[config.mk]
export PLATFORM = sky130hd
export DESIGN_NAME = cm0ik_rom_wsbuf
export DESIGN_NICKNAME = d
export VERILOG_FILES = /design/src/rtl/cm0ik_rom_wsbuf.sv
export SDC_FILE = /design/constraint.sdc
export NUM_CORES = 1
export LEC_CHECK = 0
export BUFFER_PORTS_ARGS = -buffer_cell sky130_fd_sc_hd__buf_2
export CORE_MARGIN = 2
export CORE_UTILIZATION = 45
export DETAILED_ROUTE_END_ITERATION = 10
export HOLD_SLACK_MARGIN = 0.1
export PLACE_DENSITY = 0.7
export SETUP_SLACK_MARGIN = 0.5
export SLEW_MARGIN = 15
export SYNTH_ARGS = -nofsm -noshare
export SYNTH_HDL_FRONTEND = slang
export SYNTH_SLANG_ARGS = --single-unit
export TNS_END_PERCENT = 1
[constraint.sdc]
create_clock -name HCLK -period 2.3 [get_ports HCLK]
set_clock_uncertainty 0.2 [all_clocks]
set_input_delay 0.46 -clock HCLK [delete_from_list [all_inputs] [get_ports HCLK]]
set_output_delay 0.46 -clock HCLK [all_outputs]
set_load 0.05 [all_outputs]
[src/rtl/cm0ik_rom_wsbuf.sv]
// cm0ik_rom_wsbuf
//   AHB-Lite read front-end for cm0ik_rom. Each ROM access is stretched by
//   WAITSTATES wait cycles so the ROM behaves like slow flash. A one-word
//   last-read buffer lets repeat reads of the same word complete with no
//   wait states. Writes get a two-cycle ERROR response.
module cm0ik_rom_wsbuf #(
    parameter int unsigned ADDRWIDTH  = 18,
    parameter int unsigned WAITSTATES = 2
) (
    input  logic        HCLK,
    input  logic        HRESET,
    input  logic        HSEL,
    input  logic [31:0] HADDR,
    input  logic [1:0]  HTRANS,
    input  logic        HWRITE,
    input  logic        HREADY,
    output logic [31:0] HRDATA,
    output logic        HREADYOUT,
    output logic        HRESP,
    input  logic        FLUSH,
    output logic        ROM_HSEL,
    output logic [31:0] ROM_HADDR,
    output logic [1:0]  ROM_HTRANS,
    output logic        ROM_HREADY,
    input  logic [31:0] ROM_HRDATA
);

    typedef enum logic [2:0] {
        S_IDLE,
        S_HIT,
        S_WAIT,
        S_RADDR,
        S_RDATA,
        S_ERR1,
        S_ERR2
    } state_t;

    // Wait counter preload; the WAITSTATES=0 case never enters S_WAIT.
    localparam logic [3:0] WS_LOAD = (WAITSTATES > 0) ? 4'(WAITSTATES - 1) : 4'd0;

    state_t                 state;
    logic [3:0]             cnt;
    logic                   buf_valid;
    logic [31:0]            buf_data;
    logic [ADDRWIDTH-1:0]   buf_tag;
    logic [31:2]            addr_q;
    logic [31:0]            hit_q;

    logic                   acc;
    logic                   hit;

    // Byte lane bits and HTRANS[0] carry no information for a word ROM.
    logic [2:0]             unused_bits;
    assign unused_bits = {HTRANS[0], HADDR[1:0]};

    assign acc = HSEL & HTRANS[1] & HREADY;
    assign hit = buf_valid & (buf_tag == HADDR[ADDRWIDTH+1:2]);

    // Transfer sequencing, buffer fill/flush and address-phase capture
    always_ff @(posedge HCLK) begin
        if (HRESET) begin
            state     <= S_IDLE;
            cnt       <= '0;
            buf_valid <= 1'b0;
            buf_data  <= '0;
            buf_tag   <= '0;
            addr_q    <= '0;
            hit_q     <= '0;
        end else begin
            if (state == S_RDATA) begin
                buf_data  <= ROM_HRDATA;
                buf_tag   <= addr_q[ADDRWIDTH+1:2];
                buf_valid <= 1'b1;
            end
            if (FLUSH) begin
                buf_valid <= 1'b0;
            end

            case (state)
                S_WAIT: begin
                    if (cnt == '0) begin
                        state <= S_RADDR;
                    end else begin
                        cnt <= cnt - 4'd1;
                    end
                end
                S_RADDR: state <= S_RDATA;
                S_ERR1:  state <= S_ERR2;
                default: begin
                    if (acc) begin
                        addr_q <= HADDR[31:2];
                        if (HWRITE) begin
                            state <= S_ERR1;
                        end else if (hit) begin
                            // Snapshot the hit word: a fill completing on this
                            // same edge would otherwise replace it.
                            state <= S_HIT;
                            hit_q <= buf_data;
                        end else if (WAITSTATES > 0) begin
                            state <= S_WAIT;
                            cnt   <= WS_LOAD;
                        end else begin
                            state <= S_RADDR;
                        end
                    end else begin
                        state <= S_IDLE;
                    end
                end
            endcase
        end
    end

    // Bus and ROM-side outputs decoded from the current state
    always_comb begin
        HREADYOUT = 1'b1;
        HRESP     = 1'b0;
        HRDATA    = buf_data;
        ROM_HSEL  = 1'b0;
        ROM_HADDR = '0;
        case (state)
            S_WAIT:  HREADYOUT = 1'b0;
            S_RADDR: begin
                HREADYOUT = 1'b0;
                ROM_HSEL  = 1'b1;
                ROM_HADDR = {addr_q, 2'b00};
            end
            S_RDATA: HRDATA = ROM_HRDATA;
            S_HIT:   HRDATA = hit_q;
            S_ERR1: begin
                HREADYOUT = 1'b0;
                HRESP     = 1'b1;
            end
            S_ERR2:  HRESP = 1'b1;
            default: ;
        endcase
        ROM_HTRANS = ROM_HSEL ? 2'b10 : 2'b00;
        ROM_HREADY = ROM_HSEL;
    end

endmodule

Yosys cells after proc, flatten, opt, wreduce, memory -nomap -nowiden
Cells that the tools add are included.

Register bits: 120. Input bits: 72. Output and inout bits: 70.

Add/subtract/negate cells: 1. Equal/unequal tests: 11. Mux-type cells: 16. Bitwise gates (word level): 6. Reductions and logical operators: 9.

Operators by type and width (count): $pmux 32 s2 (1); $mux 32 (1); $eq 18x18->1 (1); $mux 4 (4); $eq 3x3->1 const B (3); $mux 3 (3); $pmux 3 s3 (1); $pmux 4 s2 (1); $eq 3x2->1 const B (2); $reduce_or 2->1 (3); $reduce_and 5->1 (1); $logic_not 4->1 (1); $mux 2 (2); $ne 2x1->1 const B (2); $ne 2x2->1 const B (2); $reduce_and 4->1 (1); $sub 4x1->4 const B (1); $and 1x1->1 (3); $eq 3x1->1 const B (1); $mux 1 (3); $not 1->1 (3); $reduce_or 3->1 (1); $reduce_and 2->1 (1); $reduce_bool 2->1 (1).

Depth between registers and ports, before layout
Gate-level depths: netlist (run 1).

Depth in word-level cells: 6. Depth in mapped cells: 8. Mapped depth without buffers: 7.

Least setup slack after synthesis (run 1)
OpenSTA, ideal clock, no wires.

Path kind: register -> output. Start: register state[2]. End: output ROM_HADDR[22]. Arrival time: 2.023 ns. Slack: -0.383 ns. Cell stages (with the launch flop): 7. Cells stage by stage: dfxtp_1 buf_2 nand2b_1 buf_4 nor2_1 clkbuf_1 and2_1.

Longest elaborated chain between the ends: 2.

Ends and longest elaborated chain: start, declared (RTL line 41) `state_t state;`; start signal, assigned (RTL line 62) `state <= S_IDLE;`; start signal, assigned (RTL line 82) `state <= S_RADDR;`; start signal, assigned (RTL line 87) `S_RADDR: state <= S_RDATA;`; $eq 3x2->1 (RTL line 120) `case (state)`; $mux 32 (RTL line 120); end, declared (RTL line 22) `output logic [31:0] ROM_HADDR,`.

No other way between the ends.

Final worst setup path (run 1)
Start: register state[1]. End: output HRDATA[25].

Longest elaborated chain between the ends: 2. Elaborated cells on any way between the ends: 3. Classes of those cells: 2 x eq/ne; 1 x mux.

Ends and longest elaborated chain: $eq 3x1->1 or $eq 3x3->1 (tied branches) (RTL line 120); $pmux 32 s2 * (RTL line 120); end, declared (RTL line 17) `output logic [31:0] HRDATA,`.

Every way passes the cells marked *; elsewhere a longest branch is shown, timed or not.

==> results_dict.tcl, run 1 <==
set metrics [dict create \
    status "finished, violations left" \
    violations "DRC, setup timing" \
    fin_crit_ps 2480 \
    yosysWarningCount 0 \
    finalHoldViolCount 0 \
    cts_buffers 17 \
    cts_tree "yes" \
    ios 142 \
    synth_area_per_cell_um2 7.33 \
    critical_path.max_fanout 8 \
    crit_type "reg -> out" \
    synth_edf_count 0 \
    min_period_over_period_pct 108 \
    fill_cells 759 \
    multi_input_area_um2 3620 \
    p_total_w 0.00508 \
    power_density_nw_per_um2 575 \
    avgRoutedWirePerCell_um 17.9 \
    route.detailed.drc 9 \
    grt_pass1_vias 6194 \
    diodes 0 \
    hp-class "in -> reg" \
    rows 39 \
    synth-seq-cells 120 \
    synth_cells 728 \
    routed_wl_mm 18.6 \
    grt-ovfl-total 0 \
    drt_pass1_iterations 8 \
    clock_latency_ps 410 \
    die_w_um 113 \
    crit_required_ps 1640 \
    grt_pass1_wl_mm 29.4 \
    grt_max_degree 49 \
    cap_violations 0 \
    htree_levels 4 \
    drt-initial-drc-count 313 \
    die_h_um 113 \
    cts_root_buffer "clkbuf_16" \
    grt.total_usage_pct 28.8 \
    clkTransAtPathRegs_ps 50 \
    drv_slew 0 \
    tightest_slew_ps 581 \
    async_flop_share_pct 0 \
    ctsLongestPathBuffers 2 \
    pre_cts_ws_ps -155 \
    gp_congestion 0.859 \
    timing.critical_path.to_type "primary output" \
    grt_antenna_before_repair 0 \
    seq_area_um2 2420 \
    final_antenna_net_count 0 \
    finalNetCount 958 \
    finalSetupViolations 62 \
    die_area_um2 12700 \
    area_growth_pct 65.6 \
    synthDistinctLibCells 38 \
    relSlewSlack_pct 61.2 \
    synthFlopType "dfxtp_1" \
    placed_cell_area_um2 6740 \
    fin_area_um2 8840 \
    rsz0062_at_grt "true" \
    port_buffers 135 \
    peakVddDrop_mv 0.515 \
    drive_gt1_share_pct 45.5 \
    start_util_pct 46.3 \
    setup_ws_ps -180 \
    arrival_ps 1820 \
    fmaxAchievable_mhz 403 \
    synth_seq_area_share_pct 45.0 \
    coreArea_um2 11500 \
    synth_area_um2 5340 \
    hpwl_mm 9.76 \
    startpoint_type "register" \
    viasPerCell 5.58 \
    finish.utilization_pct 76.7 \
    cts_sinks 120 \
    vias 5801 \
    p_leak_nw 3.49 \
]
[worst paths after layout]
check                    from         end  slack (ps)  cells after the start
setup / recovery     state[1]  HRDATA[25]        -180                      9
hold / removal      HADDR[10]  addr_q[10]         110                      3
setup reg to reg  buf_tag[16]    state[1]         160                      5
hold reg to reg    addr_q[23]  addr_q[23]         250                      2
[repair_timing]
item / in CTS / in global routing
endpoints found under the hold margin: 16 / 0
hold buffers: 16 / 0
setup endpoints to repair: 143 / 169
gates cloned: 4 / 1
setup buffers: 11 / 0
gates resized for setup: 293 / 61
pin swaps: 108 / 61
[cells in the mapped netlist (2+ instances only)]
library cell	n	area [um^2]
nor3_1	6	30.0
nand2_1	226	848
o21a_1	3	22.5
and3_1	2	12.5
ha_1	2	25.0
xnor2_1	18	158
o21ai_1	30	150
o31ai_1	2	15.0
o21ai_0	3	15.0
nand2b_1	3	18.8
dfxtp_1	120	2400
inv_1	6	22.5
a31oi_1	2	12.5
and2_1	30	188
buf_4	6	45.0
a21oi_1	116	581
nand4_1	4	25.0
nand3_1	69	345
nor2_1	11	41.3
nand3b_1	2	15.0
buf_2	15	75.1
clkbuf_1	36	135
[worst max-delay path, cell delays in order, from the launching register on]
cell and delay, ps:
dfxtp_2 330, buf_6 130, nor3_4 190, buf_6 150, buf_12 90, nor2_4 40
buf_8 150, nand2_2 90, nand3_4 80, buf_8 160
[metrics by stage]
step           instances  TNS, ps  hold slack (ps)
6_report            1040    -7020              109
2_1_floorplan        730        0              232
4_1_cts             1039    -6270              101
5_1_grt             1040   -10740              111
3_3_place_gp         976    -3780              241
3_5_place_dp         976    -4430              248
[report_power, final]
group	internal (W)	leakage, nW	switching [W]
combinational	0.000216	2.24	0.000288
clock	0.00152	0.273	0.000926
sequential	0.00211	0.977	0.0000205
[registers in the layout, summed over array words and instances, names as in the netlist]
signal and cells:
buf_valid 1, buf_tag 18, buf_data 32, state 3
addr_q 30, hit_q 32, cnt 4
[cell type report]
type	instances	share of cell area (%)
multi-input combinational	546	41.0
sequential	120	27.4
timing repair buffer	193	23.2
clock buffer	22	5.25
tap	143	2.02
clock inverter	10	0.878
inverter	6	0.255
[logic make-up (layout without fill, tap and decap cells)]
family,Yosys count,after routing,share of synthesized area (%)
buffers and inverters,65,231,5.49
XOR/XNOR,18,18,2.95
other,1,3,0.0703
adder cells (fa/ha/maj),2,2,0.469
AND/OR/NAND/NOR,359,360,30.0
flip-flops,120,120,45.0
AO/OA/AOI/OAI,163,163,16.0
[routing by layer]
metal,vias to the layer above,global-route usage [%],routed length (um)
li1,2745,-,-
met1,2795,30.3,6990
met2,222,53.9,10000
met3,39,8.36,1290
met4,0,11.8,355
met5,-,0,0
[placed cells by master (no fill, tap or decap), drive strengths merged, types with 2 or more instances in the layout]
cell	instances
clkinv	8
nor2	12
and3	2
o31ai	2
nand2	226
buf	176
conb	3
inv	6
dfxtp	120
nand4	4
xnor2	18
nand3	69
nand3b	3
o21a	3
ha	2
a21oi	116
dlygate4sd3	16
nor3	7
a31oi	2
and2	30
clkbuf	23
o21ai	33
nand2b	3
Note: power is estimated with default switching activity, not from simulation.
==> inputs of run 2 (changes only) <==
Settings changed: CTS_BUF_LIST set to sky130_fd_sc_hd__clkbuf_2.
==> results_dict.tcl, run 2 (synthesis results as in run 1) <==
set metrics [dict create \
    fin_area_um2 8560 \
    power_density_nw_per_um2 443 \
    fill_cells 813 \
    grt_pass1_vias 6117 \
    cts_root_buffer "clkbuf_2" \
    drt-initial-drc-count 408 \
    die_area_um2 12700 \
    grt-ovfl-total 0 \
    viasPerCell 5.47 \
    peakVddDrop_mv 0.337 \
    gp_congestion 0.859 \
    die_h_um 113 \
    status "finished, violations left" \
    area_growth_pct 60.3 \
    cts_buffers 17 \
    stdcell_count 1059 \
    busiest_layer "met2" \
    coreArea_um2 11500 \
    finalNetCount 977 \
    crit_required_ps 1640 \
    cap_violations 0 \
    cts_tree "yes" \
    cts_sinks 120 \
    relSlewSlack_pct 60.4 \
    r2r-end "hit_q[30]" \
    drv_slew 0 \
    critical_path.max_fanout 8 \
    p_leak_nw 3.42 \
    drive_gt1_share_pct 41.6 \
    timing.rr.start "buf_tag[13]" \
    cp-startpoint "state[2]" \
    timing.critical_path.to_type "primary output" \
    rows 39 \
    arrival_ps 2110 \
    worstSetupEndpoint "HRDATA[23]" \
    grt_max_degree 49 \
    fin_crit_ps 2770 \
    hpwl_mm 9.76 \
    start_util_pct 46.3 \
    rrSetupSlack_ps 120 \
    cp_slowest_cell "dfxtp_2" \
    path_delay_family "buffers and inverters" \
    placed_cell_area_um2 6740 \
    worst-path-buf-inv 5 \
    clock_latency_ps 670 \
    grt_antenna_before_repair 0 \
    avgRoutedWirePerCell_um 16.7 \
    dp.cells 976 \
    top_regs "buf_data x32, hit_q x32, addr_q x30" \
    rsz0062_at_grt "true" \
    die_w_um 113 \
    setup_ws_ps -467 \
    port_buffers 135 \
    whs_ps -120 \
    startpoint_type "register" \
    finalSetupViolations 67 \
    worstRegToRegCells 5 \
    mostFrequentLayoutCell "nand2_1" \
    drt_pass1_iterations 8 \
    route.detailed.drc 9 \
    tightest_slew_ps 594 \
    grt.total_usage_pct 28.3 \
    use_met2_pct 52.6 \
    met1_usage_pct 30.7 \
    clkTransAtPathRegs_ps 180 \
    routed_wl_mm 17.6 \
    crit_type "reg -> out" \
    critical_path_depth 9 \
    fmaxAchievable_mhz 361 \
    ios 142 \
    final_cell_mix "188 x nand2_1, 106 x a21oi_1, 106 x dfxtp_1" \
    cpPeakStageDelay_ps 370 \
    vias 5788 \
    use_met3_pct 8.94 \
    finalHoldViolCount 32 \
    crit_chain "buf_6 -> nor3_4 -> buf_6 -> buf_12 -> nor2_4 -> buf_8 -> nand2_2 -> nand3_4 -> buf_8" \
    ctsLongestPathBuffers 2 \
    violations "DRC, hold timing, setup timing" \
    hp-class "in -> reg" \
    grt_pass1_wl_mm 28.9 \
    postCtsHoldBufs 34 \
    min_period_over_period_pct 120 \
    htree_levels 4 \
    diodes 0 \
    final_antenna_net_count 0 \
]
[run 2: cell types whose count changed in the layout (fill, tap and decap cells not counted), moves of 3 or more]
cell,before,now
a21oi_1,91,106
clkbuf_1,3,0
dlygate4sd3_1,16,34
nand2_1,181,188
buf_6,21,24
a21oi_2,25,10
nand2_4,3,7
clkbuf_16,18,1
nand2_2,42,31
nand3_2,5,2
clkbuf_2,0,20
nand3_1,33,36
[run 2: metal layers]
metal	vias to the layer above	part of all wire [%]	routed length (um)
li1	2786	-	-
met4	0	2.0	351
met3	39	7.2	1260
met1	2728	38	6680
met2	235	53	9350
met5	-	0	0
[run 2: tightest hold or removal path, delay by kind of cell]
kind / cells / cell delay (ps)
AND/OR/NAND/NOR: 1 / 100
AO/OA/AOI/OAI: 1 / 70
buffers and inverters: 1 / 90
[run 2: what timing repair did]
| item | CTS | global route |
|---|---|---|
| endpoints found under the hold margin | 82 | 32 |
| pin swaps | 89 | 60 |
| gates cloned | 4 | 1 |
| resized for setup | 290 | 33 |
| setup buffers | 12 | 0 |
| setup endpoints to repair | 155 | 168 |
[run 2: stage by stage]
step           TNS (ps)  total power (W)  hold WS, ps  utilization, %  setup WS [ps]
5_1_grt          -36400          0.00396         -215            74.3           -654
4_1_cts          -28970          0.00377         -188            73.0           -464
6_report         -25900          0.00379         -120            74.3           -467
2_1_floorplan         0          0.00239          232               -            295
3_3_place_gp      -3780          0.00252          241            58.5           -134
3_5_place_dp      -4430          0.00253          248            58.5           -155
[run 2: how the worst min path moves through the flow]
stage	from	endpoint	slack, ps	cells past startpoint
2_1_floorplan	addr_q[31]	addr_q[31]	230	2
3_3_place_gp	addr_q[31]	addr_q[31]	240	2
3_5_place_dp	addr_q[21]	addr_q[21]	250	2
4_1_cts	ROM_HRDATA[19]	buf_data[19]	-190	3
5_1_grt	ROM_HRDATA[3]	buf_data[3]	-210	3
6_report	ROM_HRDATA[5]	buf_data[5]	-120	3
[run 2: layout make-up]
type | instances | area [um^2] | area share, %
well taps | 143 | 179 | 2.09
clock buffers | 20 | 100 | 1.17
repair buffers | 212 | 2230 | 26.1
flip-flops and latches | 120 | 2420 | 28.3
clock inverters | 12 | 85.1 | 0.994
inverters | 6 | 22.5 | 0.263
multi-input cells | 546 | 3520 | 41.2
[run 2: power by group]
part / switching [W] / internal (W)
Clock: 0.000782 / 0.000379
Sequential: 0.0000194 / 0.00211
Combinational: 0.000273 / 0.000227
